[src/rtl/alu_cmd_pipe_if.sv]
// alu_cmd_pipe_if: command, ALU and result signals of the ALU command pipe
// slave  = pipe side: takes commands and ALU outputs, drives ALU inputs and results
// master = environment side: offers commands, models the ALU, consumes results
interface alu_cmd_pipe_if;
  logic       in_valid;
  logic       in_ready;
  logic [2:0] in_sel;
  logic [3:0] in_a;
  logic [3:0] in_b;
  logic       in_use_acc;
  logic [2:0] alu_sel;
  logic [3:0] alu_a;
  logic [3:0] alu_b;
  logic [3:0] alu_result;
  logic       alu_carry;
  logic       alu_overflow;
  logic       out_valid;
  logic       out_ready;
  logic [3:0] out_result;
  logic       out_zero;
  logic       out_carry;
  logic       out_overflow;
  modport slave (
    input  in_valid, in_sel, in_a, in_b, in_use_acc, alu_result, alu_carry, alu_overflow, out_ready,
    output in_ready, alu_sel, alu_a, alu_b, out_valid, out_result, out_zero, out_carry, out_overflow
  );
  modport master (
    output in_valid, in_sel, in_a, in_b, in_use_acc, alu_result, alu_carry, alu_overflow, out_ready,
    input  in_ready, alu_sel, alu_a, alu_b, out_valid, out_result, out_zero, out_carry, out_overflow
  );
endinterface

[src/rtl/alu_cmd_pipe.sv]
// alu_cmd_pipe: FIFO-buffered command front end for a 4-bit combinational ALU with registered result stage
// clk, rst : clock and synchronous active-high reset
// bus      : command push (in_*), ALU drive/return (alu_*), result handshake (out_*)
module alu_cmd_pipe #(
  parameter int DEPTH = 4
) (
  input logic           clk,
  input logic           rst,
  alu_cmd_pipe_if.slave bus
);
  localparam int AW = $clog2(DEPTH);
  localparam logic [AW:0] FULL = (AW+1)'(DEPTH);
  typedef struct packed {
    logic [2:0] sel;
    logic [3:0] a;
    logic [3:0] b;
    logic       use_acc;
  } cmd_t;
  cmd_t          r_mem [DEPTH];
  logic [AW-1:0] r_wp, r_rp;
  logic [AW:0]   r_cnt;
  logic [3:0]    r_acc;
  logic          r_out_valid;
  logic [3:0]    r_result;
  logic          r_zero, r_carry, r_ovf;
  cmd_t          w_head;
  logic          w_empty, w_full, w_push, w_issue, w_arith;
  always_comb begin
    w_head  = r_mem[r_rp];
    w_empty = r_cnt == '0;
    w_full  = r_cnt == FULL;
    w_push  = bus.in_valid & ~w_full;
    w_issue = ~w_empty & (~r_out_valid | bus.out_ready);
    // carry/overflow are only meaningful for add (000) and sub (001)
    w_arith = bus.alu_sel[2:1] == 2'b00;
  end
  assign bus.in_ready     = ~w_full;
  assign bus.alu_sel      = w_empty ? 3'd0 : w_head.sel;
  assign bus.alu_a        = w_empty ? 4'd0 : w_head.use_acc ? r_acc : w_head.a;
  assign bus.alu_b        = w_empty ? 4'd0 : w_head.b;
  assign bus.out_valid    = r_out_valid;
  assign bus.out_result   = r_result;
  assign bus.out_zero     = r_zero;
  assign bus.out_carry    = r_carry;
  assign bus.out_overflow = r_ovf;
  always_ff @(posedge clk)
    if (w_push) r_mem[r_wp] <= cmd_t'{bus.in_sel, bus.in_a, bus.in_b, bus.in_use_acc};
  always_ff @(posedge clk) begin
    if (rst) begin
      r_wp        <= '0;
      r_rp        <= '0;
      r_cnt       <= '0;
      r_acc       <= '0;
      r_out_valid <= 1'b0;
      r_result    <= '0;
      r_zero      <= 1'b0;
      r_carry     <= 1'b0;
      r_ovf       <= 1'b0;
    end else begin
      if (w_push) r_wp <= r_wp + AW'(1);
      r_cnt <= r_cnt + (AW+1)'(w_push) - (AW+1)'(w_issue);
      if (w_issue) begin
        r_rp        <= r_rp + AW'(1);
        r_acc       <= bus.alu_result;
        r_out_valid <= 1'b1;
        r_result    <= bus.alu_result;
        r_zero      <= bus.alu_result == 4'd0;
        r_carry     <= w_arith & bus.alu_carry;
        r_ovf       <= w_arith & bus.alu_overflow;
      end else if (bus.out_ready) begin
        r_out_valid <= 1'b0;
      end
    end
  end
endmodule

[src/flat_wrapper.sv]
// flat-port wrapper written by rule: the top's interface ports become plain ports
module alu_cmd_pipe_flat 
#(
  parameter int DEPTH = 4
)
  (clk, rst, bus_in_valid, bus_in_sel, bus_in_a, bus_in_b, bus_in_use_acc, bus_alu_result, bus_alu_carry, bus_alu_overflow, bus_out_ready, bus_in_ready, bus_alu_sel, bus_alu_a, bus_alu_b, bus_out_valid, bus_out_result, bus_out_zero, bus_out_carry, bus_out_overflow);
  alu_cmd_pipe_if bus_i ();
  input logic clk;
  input logic rst;
  input wire logic [$bits(bus_i.in_valid)-1:0] bus_in_valid;
  input wire logic [$bits(bus_i.in_sel)-1:0] bus_in_sel;
  input wire logic [$bits(bus_i.in_a)-1:0] bus_in_a;
  input wire logic [$bits(bus_i.in_b)-1:0] bus_in_b;
  input wire logic [$bits(bus_i.in_use_acc)-1:0] bus_in_use_acc;
  input wire logic [$bits(bus_i.alu_result)-1:0] bus_alu_result;
  input wire logic [$bits(bus_i.alu_carry)-1:0] bus_alu_carry;
  input wire logic [$bits(bus_i.alu_overflow)-1:0] bus_alu_overflow;
  input wire logic [$bits(bus_i.out_ready)-1:0] bus_out_ready;
  output wire logic [$bits(bus_i.in_ready)-1:0] bus_in_ready;
  output wire logic [$bits(bus_i.alu_sel)-1:0] bus_alu_sel;
  output wire logic [$bits(bus_i.alu_a)-1:0] bus_alu_a;
  output wire logic [$bits(bus_i.alu_b)-1:0] bus_alu_b;
  output wire logic [$bits(bus_i.out_valid)-1:0] bus_out_valid;
  output wire logic [$bits(bus_i.out_result)-1:0] bus_out_result;
  output wire logic [$bits(bus_i.out_zero)-1:0] bus_out_zero;
  output wire logic [$bits(bus_i.out_carry)-1:0] bus_out_carry;
  output wire logic [$bits(bus_i.out_overflow)-1:0] bus_out_overflow;
  assign bus_i.in_valid = bus_in_valid;
  assign bus_i.in_sel = bus_in_sel;
  assign bus_i.in_a = bus_in_a;
  assign bus_i.in_b = bus_in_b;
  assign bus_i.in_use_acc = bus_in_use_acc;
  assign bus_i.alu_result = bus_alu_result;
  assign bus_i.alu_carry = bus_alu_carry;
  assign bus_i.alu_overflow = bus_alu_overflow;
  assign bus_i.out_ready = bus_out_ready;
  assign bus_in_ready = bus_i.in_ready;
  assign bus_alu_sel = bus_i.alu_sel;
  assign bus_alu_a = bus_i.alu_a;
  assign bus_alu_b = bus_i.alu_b;
  assign bus_out_valid = bus_i.out_valid;
  assign bus_out_result = bus_i.out_result;
  assign bus_out_zero = bus_i.out_zero;
  assign bus_out_carry = bus_i.out_carry;
  assign bus_out_overflow = bus_i.out_overflow;
  alu_cmd_pipe #(.DEPTH(DEPTH)) u_core (.clk(clk), .rst(rst), .bus(bus_i));
endmodule
[config.mk]
export PLATFORM = sky130hd
export DESIGN_NAME = alu_cmd_pipe_flat
export DESIGN_NICKNAME = d
export VERILOG_FILES = /design/src/rtl/alu_cmd_pipe_if.sv /design/src/rtl/alu_cmd_pipe.sv /design/src/flat_wrapper.sv
export SDC_FILE = /design/constraint.sdc
export NUM_CORES = 1
export LEC_CHECK = 0
export CAP_MARGIN = 10
export CORE_ASPECT_RATIO = 2
export CORE_MARGIN = 5
export CORE_UTILIZATION = 57
export DETAILED_ROUTE_END_ITERATION = 16
export PLACE_DENSITY = 0.86
export SLEW_MARGIN = 40
export SYNTH_ARGS = -nofsm -noshare
export SYNTH_HDL_FRONTEND = slang
export SYNTH_SLANG_ARGS = --single-unit
[constraint.sdc]
create_clock -name clk -period 6.1 [get_ports clk]
set_clock_uncertainty 0.05 [all_clocks]
set_input_delay 1.22 -clock clk [delete_from_list [all_inputs] [get_ports clk]]
set_output_delay 1.22 -clock clk [all_outputs]
set_load 0.03 [all_outputs]
==> results of run 1 <==
## worst max-delay path, cell delays in order, from the launching register on
cell	delay, ns
dfxtp_1	0.75
mux4_2	0.68
mux2i_1	0.15
nor2_1	0.10
clkdlybuf4s50_1	0.68
## final timing paths
path	slack, ns	endpoint	cells after the start
worst max register to register	3.66	u_core.r_cnt[2]	10
worst min register to register	0.43	u_core.bus.out_carry	2
worst max-delay path	2.14	bus_alu_a[1]	4
worst min-delay path	0.43	u_core.bus.out_carry	2
## synth_stat cells
| cell | instances | area [sq um] |
|---|---|---|
| mux4_1 | 10 | 262.8 |
| mux2i_1 | 4 | 40.04 |
| nor3b_1 | 1 | 7.510 |
| buf_1 | 2 | 7.510 |
| or3_1 | 1 | 6.260 |
| or4_1 | 1 | 7.510 |
| or2_1 | 1 | 6.260 |
| and3_1 | 4 | 25.02 |
| nor4_1 | 1 | 6.260 |
| ha_1 | 6 | 75.07 |
| a21oi_1 | 11 | 55.05 |
| and2_2 | 1 | 7.510 |
| edfxtp_1 | 48 | 1441 |
| inv_1 | 10 | 37.54 |
| clkbuf_1 | 6 | 22.52 |
| nand2b_1 | 1 | 6.260 |
| nor3_1 | 2 | 10.01 |
| nor2_1 | 8 | 30.03 |
| mux4_2 | 2 | 45.04 |
| dfxtp_1 | 17 | 340.3 |
| o31ai_1 | 1 | 7.510 |
| xor2_1 | 1 | 8.760 |
| nor2b_1 | 2 | 12.51 |
| and2_1 | 7 | 43.79 |
| buf_6 | 1 | 11.26 |
| nand3_1 | 8 | 40.04 |
| o32ai_1 | 2 | 17.52 |
| fa_1 | 1 | 20.02 |
| o21ai_0 | 8 | 40.04 |
| nand4b_1 | 2 | 17.52 |
## registers in the layout, summed over array words and instances, names as in the netlist, named ones only
name,cells
u_core.r_rp,2
u_core.r_wp,2
u_core.r_mem,48
u_core.bus.out_carry,1
u_core.bus.out_valid,1
u_core.r_cnt,3
u_core.bus.out_overflow,1
u_core.r_acc,4
u_core.bus.out_zero,1
## metal layers
metal	share of wire	vias up	routed length [um]	global-route usage
li1	-	744	-	-
met2	0.57	58	2735	0.3112
met4	0.016	0	78	0.07794
met5	0	-	0	0
met1	0.35	764	1707	0.1671
met3	0.065	7	315	0.05663
## cell families (layout without fill, tap and decap cells)
logic type,Yosys count,count (layout)
XOR/XNOR,1,1
AO/OA/AOI/OAI,22,22
buffers and inverters,19,68
AND/OR/NAND/NOR,40,40
multiplexers,16,16
flip-flops,65,65
adder cells (fa/ha/maj),7,7
## power groups by stage
stage | Clock (mW) | Combinational (mW) | Sequential (mW)
floorplan | 0 | 0.378 | 0.600
global placement | 0 | 0.549 | 0.601
detailed placement | 0 | 0.571 | 0.608
CTS | 0.357 | 0.573 | 0.599
global route | 0.376 | 0.612 | 0.607
finish | 0.347 | 0.569 | 0.597
## cell type report
cell class,count,area (sq um)
inverter,10,37.54
fill,297,1256
clock buffer,9,123.9
clock inverter,7,70.07
tap,55,68.82
timing repair buffer,42,417.9
multi-input combinational,86,798.3
sequential,65,1782
==> impl_results.md, run 1 <==
* Initial Util at 0.5838
* Max-Cap Viols at 0
* Synth cell types at 30
* Cell count after synthesis at 170
* H-tree levels at 3
* Total power at about 1.5 mW
* Post-route ant nets at 0
* Fmax at approximately 0.25 GHz
* Gr ovfl total at 0
* Internal power at 0.9904 mW
* Setup TNS at 0 ns
* Clock Pin Slew Worst Setup and Hold Paths at 0.07 ns
* Cts hold-fix bufs at 0
* Largest net degree at the start of global routing at 19
* Psw at 0.5226 mW
* Post_cts resized at 0
* Mean area per synthesized cell at between 15 and 20 sq um
* WS Path Type: reg -> out
* Cell area after placement at 3104 sq um
* Worst EP required at ~4.8 ns
* Placed cells at 258
* Commonest non-fill, non-tap cell in the layout: edfxtp_1
* Nets at 243
* Initial DRC count at 55
* DR pass1 iterations at 4
* Hold Fails Final Rpt at 0
* Inserted Clock Buffers at 9
* Mapped cell area at 2659 sq um
* Vias in the first global route at 1658
* Die height at 106.6 um
* Compound-cell area share of the yosys netlist at 0.04518
* FP Rows at 35
* Logic pwr share at 0.376
* Multiplexer share of the synthesized area at 0.1308
* Period minus WS final at 3.959 ns
* Number of vias per cell at 5.741
* Register area share after synthesis at 0.6701
* FF+latch count, synth at 65
* Final GP Congestion at 0.8074
* Finish-stage setup viols at 0
* Final hold slack at ~0.43 ns
* Worst-Skew Late Latency at 0.33 ns
* I/O pins at 42
* Adder-Cell Fraction of Synth Area at 0.03576
* Register share of total power at 0.395
* Clock sink count at 65
* Hpwl dp at 3515 um
* Warnings from Yosys at 0
* Peak VDD IR at 0.3969 mV
* Status: completed
* Nature of the critical path startpoint: flop
* First-pass GRT wire length at around 7800 um
* Clock root buffer: clkbuf_8
* Worst slew pin tran at 0.6601 ns
* Final Cycle Share at 0.6490
* Post-layout util at 0.7242
* Unrepaired setup endpoints after global routing: no
* Residual DRC at 0
* Ratio of cells with drive above 1 in the final layout at 0.08676
* Worst hold start: u_core.bus.out_carry
* Initial antenna violation count at 0
* Final worst slack at ~2.1 ns
* Total global-route track usage at 0.1714
* Placement Setup Slack at 2.408 ns
* Routed len/inst at ~18 um
* Commonest cells after routing, fill and taps aside: edfxtp_1 (48), clkdlybuf4s50_1 (41), dfxtp_1 (17)
* Chip Width at 58.30 um
* Final WL at 4836 um
* # diodes at 0
* Layout area overhead at 24.05%
* CTS tree: yes
* Xor/xnor share of the synthesized area at 0.003294
* Fin cells at 274
* Synth Area in Simple Gates at 0.08518
* Switching Share at 0.3454
* Largest family of logic cells by synthesized area: multiplexers
* Syn_nets at roughly 200
* Worst Hold Class: reg -> reg
* Crit path DAT at 2.69 ns
* Fin. max-slew vios at 0
* Port buffer count at 41
* Critical path peak fanout at 12
* Core Area at 4554 sq um
* Reg2reg start: u_core.bus.out_valid
* Post-CTS Setup Bufs at 0
* Via count at between 1.5k and 2k
* Deepest clock path buffer count at 2
* Clock network fraction of total power at 0.229
* Crit end category: output port
* Power Density at between 400 and 500 nW/um^2
* Static leakage at 1.165 nW
* Final instance area at 3298 sq um
* Worst rel slew slack at 0.5594
* Die area at around 6200 sq um
Note: power is estimated with default switching activity, not from simulation.
==> run 2: changes to the inputs <==
Settings changed: CORE_UTILIZATION 57 to 48, PLACE_DENSITY 0.86 to 0.77.
Clock period 6.1 ns to 3.5 ns, I/O delays scaled along.
==> run 2 against run 1 <==
Compared with the run above:
- worst hold slack worse by 0.0087 ns
- global-route usage is 2.6 points lower
- highest routed layer unchanged
- flip-flop and latch count stayed put
- largest cell class unchanged
==> impl_results.md, run 2 (synthesis results as in run 1) <==
* Status: completed
* Post-route ant nets at 0
* Hold Fails Final Rpt at 0
* Crit-path slowest cell: mux4_1
* FP Rows at 38
* Inserted Clock Buffers at 9
* Core Area at 5420 sq um
* Die area at between 7000 and 8000 sq um
* Nature of the critical path startpoint: flop
* Most flops, register: u_core.r_mem
* Gr ovfl total at 0
* Fmax at 0.3097 GHz
* Clock sink count at 65
* # diodes at 0
* Total power at 2.591 mW
* Finish-stage setup viols at 0
* Power Density at between 700 and 800 nW/um^2
* Worst Hold Class: reg -> reg
* Peak VDD IR at 0.5689 mV
* Unrepaired setup endpoints after global routing: no
* Post_cts resized at 0
* CTS tree: yes
* Clock root buffer: clkbuf_8
* Max reg flops at between 40 and 50
* Critical path cell sequence: buf_4 > mux4_1 > and2_1 > clkdlybuf4s50_1
* Largest net degree at the start of global routing at 19
* Chip Width at 62.63 um
* Cts hold-fix bufs at 0
* Critical path peak fanout at 7
* Vias in the first global route at 1646
* Final WL at roughly 5000 um
* Via count at 1576
* Nets at about 250
* WS Path Type: reg -> out
* CP bufs+invs at 2
* First-pass GRT wire length at 7955 um
* Worst-Skew Late Latency at roughly 0.33 ns
* Biggest regs: u_core.r_mem (48), u_core.r_acc (4), u_core.r_cnt (3)
* Residual DRC at 0
* Crit path max-delay family: buffers and inverters
* R2r worst-path depth at 10
* Initial DRC count at 62
* Clock Pin Slew Worst Setup and Hold Paths at about 0.060 ns
* Worst EP required at 2.75 ns
* Commonest cells after routing, fill and taps aside: edfxtp_1 (48), clkdlybuf4s50_1 (41), dfxtp_1 (17)
* Setup TNS at 0 ns
* Crit path DAT at 2.48 ns
* Crit end category: output port
* Hpwl dp at 3394 um
* Number of vias per cell at 5.609
* Final GP Congestion at 0.7419
* Initial Util at 0.4905
* Period minus WS final at 3.229 ns
* I/O pins at 42
* H-tree levels at 3
* Static leakage at 1.160 nW
* Routed len/inst at 17.59 um
* Deepest clock path buffer count at 2
* Port buffer count at 41
* WHS Path Cells at 2
* Post-CTS Setup Bufs at 0
* CP Depth at 4
* Die height at 115.3 um
* Final Cycle Share at 0.9227
* Layout area overhead at 23.95%
* Fin. max-slew vios at 0
* Worst rel slew slack at 0.5493
* DR pass1 iterations at 4
* CP peak stage delay at approximately 0.59 ns
* Total global-route track usage at 0.1452
* Worst slew pin tran at slightly below 0.7 ns
* Initial antenna violation count at 0
* Commonest non-fill, non-tap cell in the layout: edfxtp_1
* Max-Cap Viols at 0
* Ratio of cells with drive above 1 in the final layout at 0.07692
[run 2: cell count changes in the layout (fill, tap and decap cells not counted), sizes merged]
cell	before	now
inv	11	10
clkbuf	9	15
bufinv	1	0
buf	1	3
clkinv	5	1
[run 2: cell type report]
type / instances / area (sq um)
multi-input combinational: 86 / 798.3
clock inverter: 1 / 3.754
timing repair buffer: 44 / 432.9
fill: 451 / 2125
sequential: 65 / 1782
clock buffer: 15 / 166.4
tap: 60 / 75.07
inverter: 10 / 37.54
[run 2: worst register-to-register path, cell delays in order, from the launching register on]
cell,delay [ns]
dfxtp_1,0.33
nor2b_1,0.47
nor2_1,0.17
ha_1,0.32
inv_1,0.05
ha_1,0.13
inv_1,0.05
fa_1,0.37
xor2_1,0.16
and2_1,0.16
nor3_1,0.11
[run 2: report_power, final]
group	switching [mW]	total, mW	internal [mW]
registers	0.0736	1.02	0.945
clock network	0.247	0.542	0.295
logic	0.566	1.03	0.465
[run 2: worst paths after layout]
check / startpoint / to / slack [ns]
worst max-delay path: flop / bus_alu_sel[1] / 0.27
worst min-delay path: u_core.bus.out_zero / u_core.bus.out_zero / 0.43
worst max register to register: u_core.bus.out_valid / u_core.r_cnt[2] / 1.04
worst min register to register: u_core.bus.out_zero / u_core.bus.out_zero / 0.43
[run 2: through the flow]
step | instances | util | area [sq um] | setup slack (ns) | hold WS (ns)
2_1_floorplan | 170 | - | 2659 | 1.010 | 0.4029
3_3_place_gp | 265 | 0.5766 | 3126 | 0.3807 | 0.4077
3_5_place_dp | 265 | 0.5766 | 3126 | 0.3003 | 0.4180
4_1_cts | 281 | 0.6080 | 3296 | 0.2067 | 0.4280
5_1_grt | 281 | 0.6080 | 3296 | 0.1655 | 0.4554
6_report | 281 | 0.6080 | 3296 | 0.2706 | 0.4258
[run 2: layer usage]
layer	vias up	GRT usage	part of all wire
met5	-	0	0
met4	0	0.08640	0.027
met3	13	0.03715	0.046
met2	43	0.2597	0.55
met1	778	0.1503	0.37
li1	742	-	-
